### src/rtl/alloc_pkg.sv
// alloc_pkg
// Shared types and field helpers for the ch2 router output allocator.
//   phit_type_e   : 2-bit phit type field encoding (IDLE/TAIL/PAYLOAD/HEAD)
//   alloc_state_e : lock FSM state (IDLE/BUSY)
//   type_hi/type_lo : bit positions of the type field inside a phit of a
//                     given width (the type field sits in the top two bits)
package alloc_pkg;

    localparam int TYPE_W = 2;

    typedef enum logic [1:0] {
        PH_IDLE    = 2'b00,
        PH_TAIL    = 2'b01,
        PH_PAYLOAD = 2'b10,
        PH_HEAD    = 2'b11
    } phit_type_e;

    typedef enum logic {
        ST_IDLE = 1'b0,
        ST_BUSY = 1'b1
    } alloc_state_e;

    function automatic int type_hi(input int phit_w);
        return phit_w - 1;
    endfunction

    function automatic int type_lo(input int phit_w);
        return phit_w - TYPE_W;
    endfunction

endpackage

### src/rtl/rr_arbiter.sv
// rr_arbiter
// Purely combinational round-robin pick. The search starts at ptr and walks
// upward with wrap-around; the first set request wins. The pointer register
// is owned by the parent, which advances it past the winner.
// Ports:
//   req [N-1:0]  request vector
//   ptr [W-1:0]  first index to consider (must be < N)
//   en           arbitration enable; gnt/idx are zero when low
//   gnt [N-1:0]  one-hot grant (or zero)
//   idx [W-1:0]  encoded index of the granted requester (0 when none)
module rr_arbiter #(
    parameter int N = 4,
    parameter int W = $clog2(N)
) (
    input  logic [N-1:0] req,
    input  logic [W-1:0] ptr,
    input  logic         en,
    output logic [N-1:0] gnt,
    output logic [W-1:0] idx
);

    logic found;
    int   pos;

    always_comb begin
        gnt   = '0;
        idx   = '0;
        found = 1'b0;
        pos   = 0;
        for (int k = 0; k < N; k++) begin
            // Rotated position, wrapped modulo N without a divider.
            pos = int'(ptr) + k;
            if (pos >= N) begin
                pos = pos - N;
            end
            if (en && !found && req[pos]) begin
                gnt[pos] = 1'b1;
                idx      = W'(pos);
                found    = 1'b1;
            end
        end
    end

endmodule

### src/rtl/rr_output_allocator.sv
// rr_output_allocator
// Per-output-port allocator for the ch2 router. Head phits addressed to this
// port are arbitrated round-robin; the winner then owns the port until its
// packet ends. Optional macro ALLOC_TAIL_EN makes a TAIL phit on the owner
// the explicit last phit of a packet.
// Ports:
//   clk        rising-edge clock
//   rst_n      asynchronous active-low reset
//   this_port  index of the output port served by this instance
//   in_phit    flattened input phits, input i at [i*PHIT_W +: PHIT_W]
//   out_ready  downstream accepts a phit this cycle
//   select     one-hot (or zero) crossbar select, combinational
//   shift      pulses when a new head is granted this cycle
//   busy       registered, port locked to an owner
//   owner      registered index of the current/last owner
module rr_output_allocator
    import alloc_pkg::*;
#(
    parameter int NUM_IN = 4,
    parameter int PORT_W = $clog2(NUM_IN),
    parameter int PHIT_W = 8
) (
    input  logic                     clk,
    input  logic                     rst_n,
    input  logic [PORT_W-1:0]        this_port,
    input  logic [NUM_IN*PHIT_W-1:0] in_phit,
    input  logic                     out_ready,
    output logic [NUM_IN-1:0]        select,
    output logic                     shift,
    output logic                     busy,
    output logic [PORT_W-1:0]        owner
);

    localparam int TYPE_LO = type_lo(PHIT_W);
    localparam int MID_W   = TYPE_LO - PORT_W;

    phit_type_e        ph_type [NUM_IN];
    logic [NUM_IN-1:0] request;

    alloc_state_e      state_q, state_d;
    logic [PORT_W-1:0] owner_q, owner_d;
    logic [PORT_W-1:0] ptr_q, ptr_d;

    phit_type_e        owner_type;
    logic              pkt_cont;
    logic              tail_end;
    logic              arb_en;
    logic [NUM_IN-1:0] grant;
    logic [PORT_W-1:0] grant_idx;

    for (genvar i = 0; i < NUM_IN; i++) begin : g_in
        assign ph_type[i] = phit_type_e'(in_phit[i*PHIT_W + TYPE_LO +: TYPE_W]);
        assign request[i] = (ph_type[i] == PH_HEAD) &&
                            (in_phit[i*PHIT_W +: PORT_W] == this_port);
        // Payload bits between dest and type do not affect allocation.
        if (MID_W > 0) begin : g_mid
            logic unused_mid;
            assign unused_mid = ^in_phit[i*PHIT_W + PORT_W +: MID_W];
        end
    end

    assign owner_type = ph_type[owner_q];

    // The lock holds while the owner keeps streaming the body of its packet;
    // any other phit type on the owner releases the port in the same cycle.
`ifdef ALLOC_TAIL_EN
    assign pkt_cont = (state_q == ST_BUSY) &&
                      (owner_type == PH_PAYLOAD || owner_type == PH_TAIL);
    assign tail_end = pkt_cont && (owner_type == PH_TAIL);
`else
    assign pkt_cont = (state_q == ST_BUSY) && (owner_type == PH_PAYLOAD);
    assign tail_end = 1'b0;
`endif

    assign arb_en = out_ready && !pkt_cont;

    rr_arbiter #(
        .N (NUM_IN),
        .W (PORT_W)
    ) u_arb (
        .req (request),
        .ptr (ptr_q),
        .en  (arb_en),
        .gnt (grant),
        .idx (grant_idx)
    );

    assign select = pkt_cont ? (NUM_IN'(1) << owner_q) : grant;
    assign shift  = |grant;
    assign busy   = (state_q == ST_BUSY);
    assign owner  = owner_q;

    // Everything freezes under backpressure. A grant wins over the release
    // path, so a packet ending and a new head starting share one cycle.
    always_comb begin
        state_d = state_q;
        owner_d = owner_q;
        ptr_d   = ptr_q;
        if (out_ready) begin
            if (|grant) begin
                state_d = ST_BUSY;
                owner_d = grant_idx;
                ptr_d   = (grant_idx == PORT_W'(NUM_IN - 1)) ? '0
                                                              : grant_idx + PORT_W'(1);
            end else if (pkt_cont && !tail_end) begin
                state_d = ST_BUSY;
            end else begin
                state_d = ST_IDLE;
            end
        end
    end

    always_ff @(posedge clk or negedge rst_n) begin
        if (!rst_n) begin
            state_q <= ST_IDLE;
            owner_q <= '0;
            ptr_q   <= '0;
        end else begin
            state_q <= state_d;
            owner_q <= owner_d;
            ptr_q   <= ptr_d;
        end
    end

endmodule
### config.mk
export PLATFORM = sky130hd
export DESIGN_NAME = rr_output_allocator
export DESIGN_NICKNAME = d
export VERILOG_FILES = /design/src/rtl/alloc_pkg.sv /design/src/rtl/rr_arbiter.sv /design/src/rtl/rr_output_allocator.sv
export SDC_FILE = /design/constraint.sdc
export NUM_CORES = 1
export LEC_CHECK = 0
export CAP_MARGIN = 20
export CORE_MARGIN = 1
export CORE_UTILIZATION = 46
export DETAILED_ROUTE_END_ITERATION = 6
export PLACE_DENSITY_LB_ADDON = 0.3
export SETUP_SLACK_MARGIN = 0.4
export SYNTH_ARGS = -nofsm -noshare
export SYNTH_HDL_FRONTEND = slang
export SYNTH_SLANG_ARGS = --single-unit
### constraint.sdc
create_clock -name clk -period 5.84 [get_ports clk]
set_input_delay 0.876 -clock clk [delete_from_list [all_inputs] [get_ports clk]]
set_output_delay 0.876 -clock clk [all_outputs]
set_load 0.05 [all_outputs]
==> results.toml, run 1 <==
[sta]
min_period_ps = 5210
hold_viol = 0
max-slew-margin-rel = 0.496
finalSetupTns_ps = 0
finalCritPeriodShare = 0.892
worstMarginPinSlew_ps = 751
clock_skew_ps = 2.55
rsz0062_at_grt = "no"
fmax_ghz = 0.192
maxSlewViolCount = 0
finalSetupViolations = 0

[floorplanning]
core-area_mm2 = 0.00204
io_pins = 45
dieArea_mm2 = 0.00245
die_height_um = 49.5
start_util = 0.508
die_x_um = 49.5
rows = 16

[clocking]
cts_tree = "yes"
root_buffer = "clkbuf_4"
clk-insertion-delay-late_ps = 260
numCtsBuffers = 3
clk_path_buf_depth = 2
cts.sinks = 5
holdBufCountCts = 0
clk_pin_slew_ps = 50
htreeDepth = 1

[place]
place_hpwl_mm = 2.11
place_congestion = 0.843
io_buffers = 28

[global_routing]
use_met2 = 0.418
track_usage = 0.237
grt_first_pass_wirelength_mm = 4.51
grt.met3_usage = 0.0185
gr-total-overflow = 0
grtUsageMet1 = 0.308
grt_max_degree = 16
grt_busiest_layer = "met2"
antenna_found_initial = 0
grt_pass1_vias = 1033

[setup_path]
worstSetupStartpoint = "this_port[0]"
crit_top_cell = "clkdlybuf4s50_1"
cp_max_fo = 8
crit_path_top_delay_cell = "clkdlybuf4s50_1"
arrival_ps = 4330
critPathMaxStageDelay_ps = 790
critPathLaunchType = "primary input"
crit_type = "in -> out"
endpoint_kind = "primary output"
r2r_cells = 9
cp.required_ps = 4960
worstPathCellList = "clkdlybuf4s50_1 -> xor2_1 -> or3_1 -> or4_4 -> a31oi_4 -> o21ai_0 -> a31oi_2 -> nor4_4 -> inv_1 -> clkdlybuf4s50_1"

[power]
power_density_mw_per_mm2 = 317
p_leak_nw = 0.551
switching_power_mw = 0.240
seqPwrFrac = 0.179
p_clk_frac = 0.100
p_int_mw = 0.203
comb_power_share = 0.721
vdd_drop_max_uv = 231
swShare = 0.542

[cells_and_area]
nets = 207
fill_cells = 171
fin_util = 0.683
multi_input_area_um2 = 870
drive_gt1_frac = 0.155
regArea_um2 = 125
n_antenna_cell = 0
syn2layout_area_growth_pct = 34.5

[yosys]
yosys-top-cells-count = "o21ai_0, inv_1, ha_1, xor2_1"
avgSynthCellArea_um2 = 8.04
yosys-top-cells-area = "dfrtp_1, ha_1, o21ai_0, xor2_1, mux4_2"
synth-edff-count = 0
synth_largest_area_cell = "dfrtp_1"
synth_warnings = 0
synth_area_mm2 = 0.00104
synthFlopType = "dfrtp_1"
synth-seq-cells = 5
syn_nets = 174
postSynthCellCount = 129
synth_top_area_frac = 0.121
synth_cell_type_count = 36
yosysMostFrequentCell = "o21ai_0"
yosysSeqAreaShare = 0.121
async_flop_share = 1.00

[worst_hold_path]
whs_path_depth = 1
hold_class = "reg -> reg"
min_from = "owner[0]$_DFFE_PN0P_"

[drt]
detail-route-antenna-nets = 0
routed_wl_mm = 2.73
drtIter0Drc = 51
remaining_drc_errors = 0
dr.pass1.iters = 4
viasPerCell = 6.00
vias = 1128
routedWlPerCell_um = 14.5

[run]
cap_viol_max_count = 0

[run_status]
outcome = "completed"
[routing by layer]
metal,part of all wire,wire length [um],up-vias
met4,0.013,36,0
met2,0.52,1410,41
met3,0.054,146,5
met5,0,0,-
li1,-,-,547
met1,0.41,1130,535
[critical path, delay by kind of cell]
kind	cells	cell delay, ps
and+or+nand+nor	3	1180
buffers and inverters	3	1360
xor gates and xnor gates	1	220
AOI/OAI and AO/OA	3	680
[cell usage in the layout (no fill, tap or decap), types with 2 or more instances in the layout]
cell              n
nor3_2            2
o21ai_0          14
or2_2             4
or3_1             4
a31oi_2           4
clkbuf_4          3
clkdlybuf4s50_1  28
xor2_1            8
inv_1            10
a221o_1           2
ha_1              8
nor4_4            2
nand2_1           7
nor2_1            7
o21ai_1           3
mux4_2            3
nor3_1            4
mux2_4            2
nand2b_1          7
a21oi_1           5
dfrtp_1           5
buf_4             3
o22ai_1           3
nand3_1           4
nor4_1            7
[cells by family after synthesis]
group / share of synthesized area
AO/OA/AOI/OAI: 0.236
XOR/XNOR: 0.0760
adder cells (fa/ha/maj): 0.0965
buffers and inverters: 0.0543
flip-flops: 0.121
multiplexers: 0.115
AND/OR/NAND/NOR: 0.302
[stage by stage]
| step | power [mW] | instance area, um^2 | std cells | worst slack [ps] | hold slack (ps) |
|---|---|---|---|---|---|
| floorplan | 0.303 | 1040 | 129 | 1840 | 580 |
| global placement | 0.388 | 1360 | 184 | 636 | 617 |
| detailed placement | 0.393 | 1360 | 184 | 622 | 623 |
| CTS | 0.439 | 1380 | 188 | 611 | 640 |
| global route | 0.474 | 1400 | 188 | 442 | 668 |
| finish | 0.443 | 1400 | 188 | 631 | 644 |
[path summary, 6_finish.rpt]
check                                       end  slack (ps)
max                                       shift         630
min                        owner[0]$_DFFE_PN0P_         640
max reg2reg                owner[0]$_DFFE_PN0P_        2320
min reg2reg                owner[0]$_DFFE_PN0P_         640
max in group asynchronous  ptr_q[1]$_DFFE_PN0P_        4800
min in group asynchronous      busy$_DFFE_PN0P_         840
[power groups by stage]
stage | Combinational (mW) | Clock (mW) | Sequential, mW
after floorplan | 0.203 | 0 | 0.0999
after detailed placement | 0.314 | 0 | 0.0799
after global placement | 0.309 | 0 | 0.0788
final | 0.319 | 0.0442 | 0.0795
after CTS | 0.315 | 0.0445 | 0.0794
after global routing | 0.345 | 0.0446 | 0.0838
[layout make-up]
class / count / share of cell area
sequential: 5 / 0.0897
inverter: 10 / 0.0269
clock buffer: 4 / 0.0188
tap: 27 / 0.0242
multi-input combinational: 111 / 0.623
timing repair buffer: 31 / 0.217
[what timing repair did]
item,4_1_cts,5_1_grt
setup buffers,0,0
endpoints found under the setup margin,0,1
resized for setup,0,2
Power figures use the tool's default switching activity.
==> run 2, diff against run 1 <==
CAP_MARGIN = 0   (was 20)
==> results of run 2 <==
Final layout, timing and power as in run 1 (identical DEF).
==> run 3, diff against run 2 <==
GPL_TIMING_DRIVEN = 0   (was default)
==> results.toml, run 3 (same netlist as run 1, synthesis figures left out) <==
[clocking]
numCtsBuffers = 3
holdBufCountCts = 0
root_buffer = "clkbuf_4"
htreeDepth = 1
cts_tree = "yes"
clk-insertion-delay-late_ps = 250
clk_pin_slew_ps = 40
cts.sinks = 5
clk_path_buf_depth = 2
cts_setup_buffers = 0
cts_resized = 0

[power]
p_clk_frac = 0.092
vdd_drop_max_uv = 221
p_int_mw = 0.202
swShare = 0.543
power_density_mw_per_mm2 = 316
comb_power_share = 0.736
seqPwrFrac = 0.172
p_leak_nw = 0.575
switching_power_mw = 0.240
p_total_mw = 0.442

[cells_and_area]
layout_common_cells = "clkdlybuf4s50_1, o21ai_0, inv_1, xor2_1, ha_1"
design_area_mm2 = 0.00140
n_antenna_cell = 0
fill_cells = 174
regArea_um2 = 125
multi_input_area_um2 = 871
final_common_cell = "clkdlybuf4s50_1"
instances_no_fill = 188
drive_gt1_frac = 0.143
syn2layout_area_growth_pct = 34.7
fin_util = 0.684
nets = 207

[floorplanning]
dieArea_mm2 = 0.00245
start_util = 0.508
rows = 16
core-area_mm2 = 0.00204
io_pins = 45
die_height_um = 49.5
die_x_um = 49.5

[global_routing]
grt_first_pass_wirelength_mm = 4.86
grtUsageMet1 = 0.306
grt_busiest_layer = "met2"
track_usage = 0.258
grt_max_degree = 11
use_met2 = 0.468
antenna_found_initial = 0
gr-total-overflow = 0
grt_pass1_vias = 1105
grt.met3_usage = 0.0494

[setup_path]
crit_path_top_delay_cell = "clkdlybuf4s50_1"
crit_top_cell = "clkdlybuf4s50_1"
path_depth = 10
r2r_cells = 12
cp_max_fo = 8
worstPathCellList = "clkdlybuf4s50_1 -> xor2_1 -> or3_1 -> buf_6 -> or4_4 -> a31oi_4 -> o21ai_0 -> a31oi_2 -> or2_2 -> clkdlybuf4s50_1"
critPathMaxStageDelay_ps = 790
critPathLaunchType = "primary input"
path_buf_inv = 3
endpoint_kind = "primary output"
cp.required_ps = 4960
arrival_ps = 4350
cp_top_family = "buffers and inverters"
crit_type = "in -> out"

[sta]
setup_ws_ps = 610
fin_hold_ws_ps = 637
max-slew-margin-rel = 0.554
rsz0062_at_grt = "no"
maxSlewViolCount = 0
worstMarginPinSlew_ps = 664
finalSetupTns_ps = 0
hold_viol = 0
finalCritPeriodShare = 0.896
min_period_ps = 5230
clock_skew_ps = 9.04
finalSetupViolations = 0
fmax_ghz = 0.191

[place]
place_congestion = 0.917
place_hpwl_mm = 2.24
io_buffers = 28
dp_slack_ps = 545
dpl_cell_area_mm2 = 0.00135
dp.cells = 184

[drt]
routed_wl_mm = 2.83
dr.pass1.iters = 4
routedWlPerCell_um = 15.1
remaining_drc_errors = 0
vias = 1120
viasPerCell = 5.96
detail-route-antenna-nets = 0
drtIter0Drc = 26

[worst_hold_path]
whs_path_depth = 1
hold_class = "reg -> reg"

[run]
cap_viol_max_count = 0

[run_status]
outcome = "completed"
==> run 3: layout make-up <==
cell class | count | area share
Multi-Input combinational cell | 111 | 0.623
Timing Repair Buffer | 28 | 0.204
Sequential cell | 5 | 0.0895
Inverter | 10 | 0.0269
Tap cell | 27 | 0.0242
Clock buffer | 4 | 0.0188
Buffer | 3 | 0.0134
==> run 3: final timing paths <==
path                       slack [ps]                 start                   end
max reg2reg                      2000              register  owner[0]$_DFFE_PN0P_
min in group asynchronous         840                 rst_n  ptr_q[1]$_DFFE_PN0P_
max                               610          this_port[0]             select[0]
min reg2reg                       640  owner[0]$_DFFE_PN0P_  owner[0]$_DFFE_PN0P_
max in group asynchronous        4800                 rst_n             async pin
min                               640  owner[0]$_DFFE_PN0P_  owner[0]$_DFFE_PN0P_
==> run 3: routing by layer <==
metal | routed length, um | vias to the layer above
met3 | 137 | 4
met2 | 1480 | 36
met5 | 0 | -
met1 | 1200 | 533
li1 | - | 547
met4 | 18 | 0
==> run 3: power by group through the flow <==
stage / sequential, mW / combinational, mW / clock, mW
after floorplan: 0.0999 / 0.203 / 0
after global placement: 0.0729 / 0.317 / 0
after detailed placement: 0.0748 / 0.321 / 0
after CTS: 0.0743 / 0.322 / 0.0417
after global routing: 0.0790 / 0.353 / 0.0455
final: 0.0760 / 0.326 / 0.0407
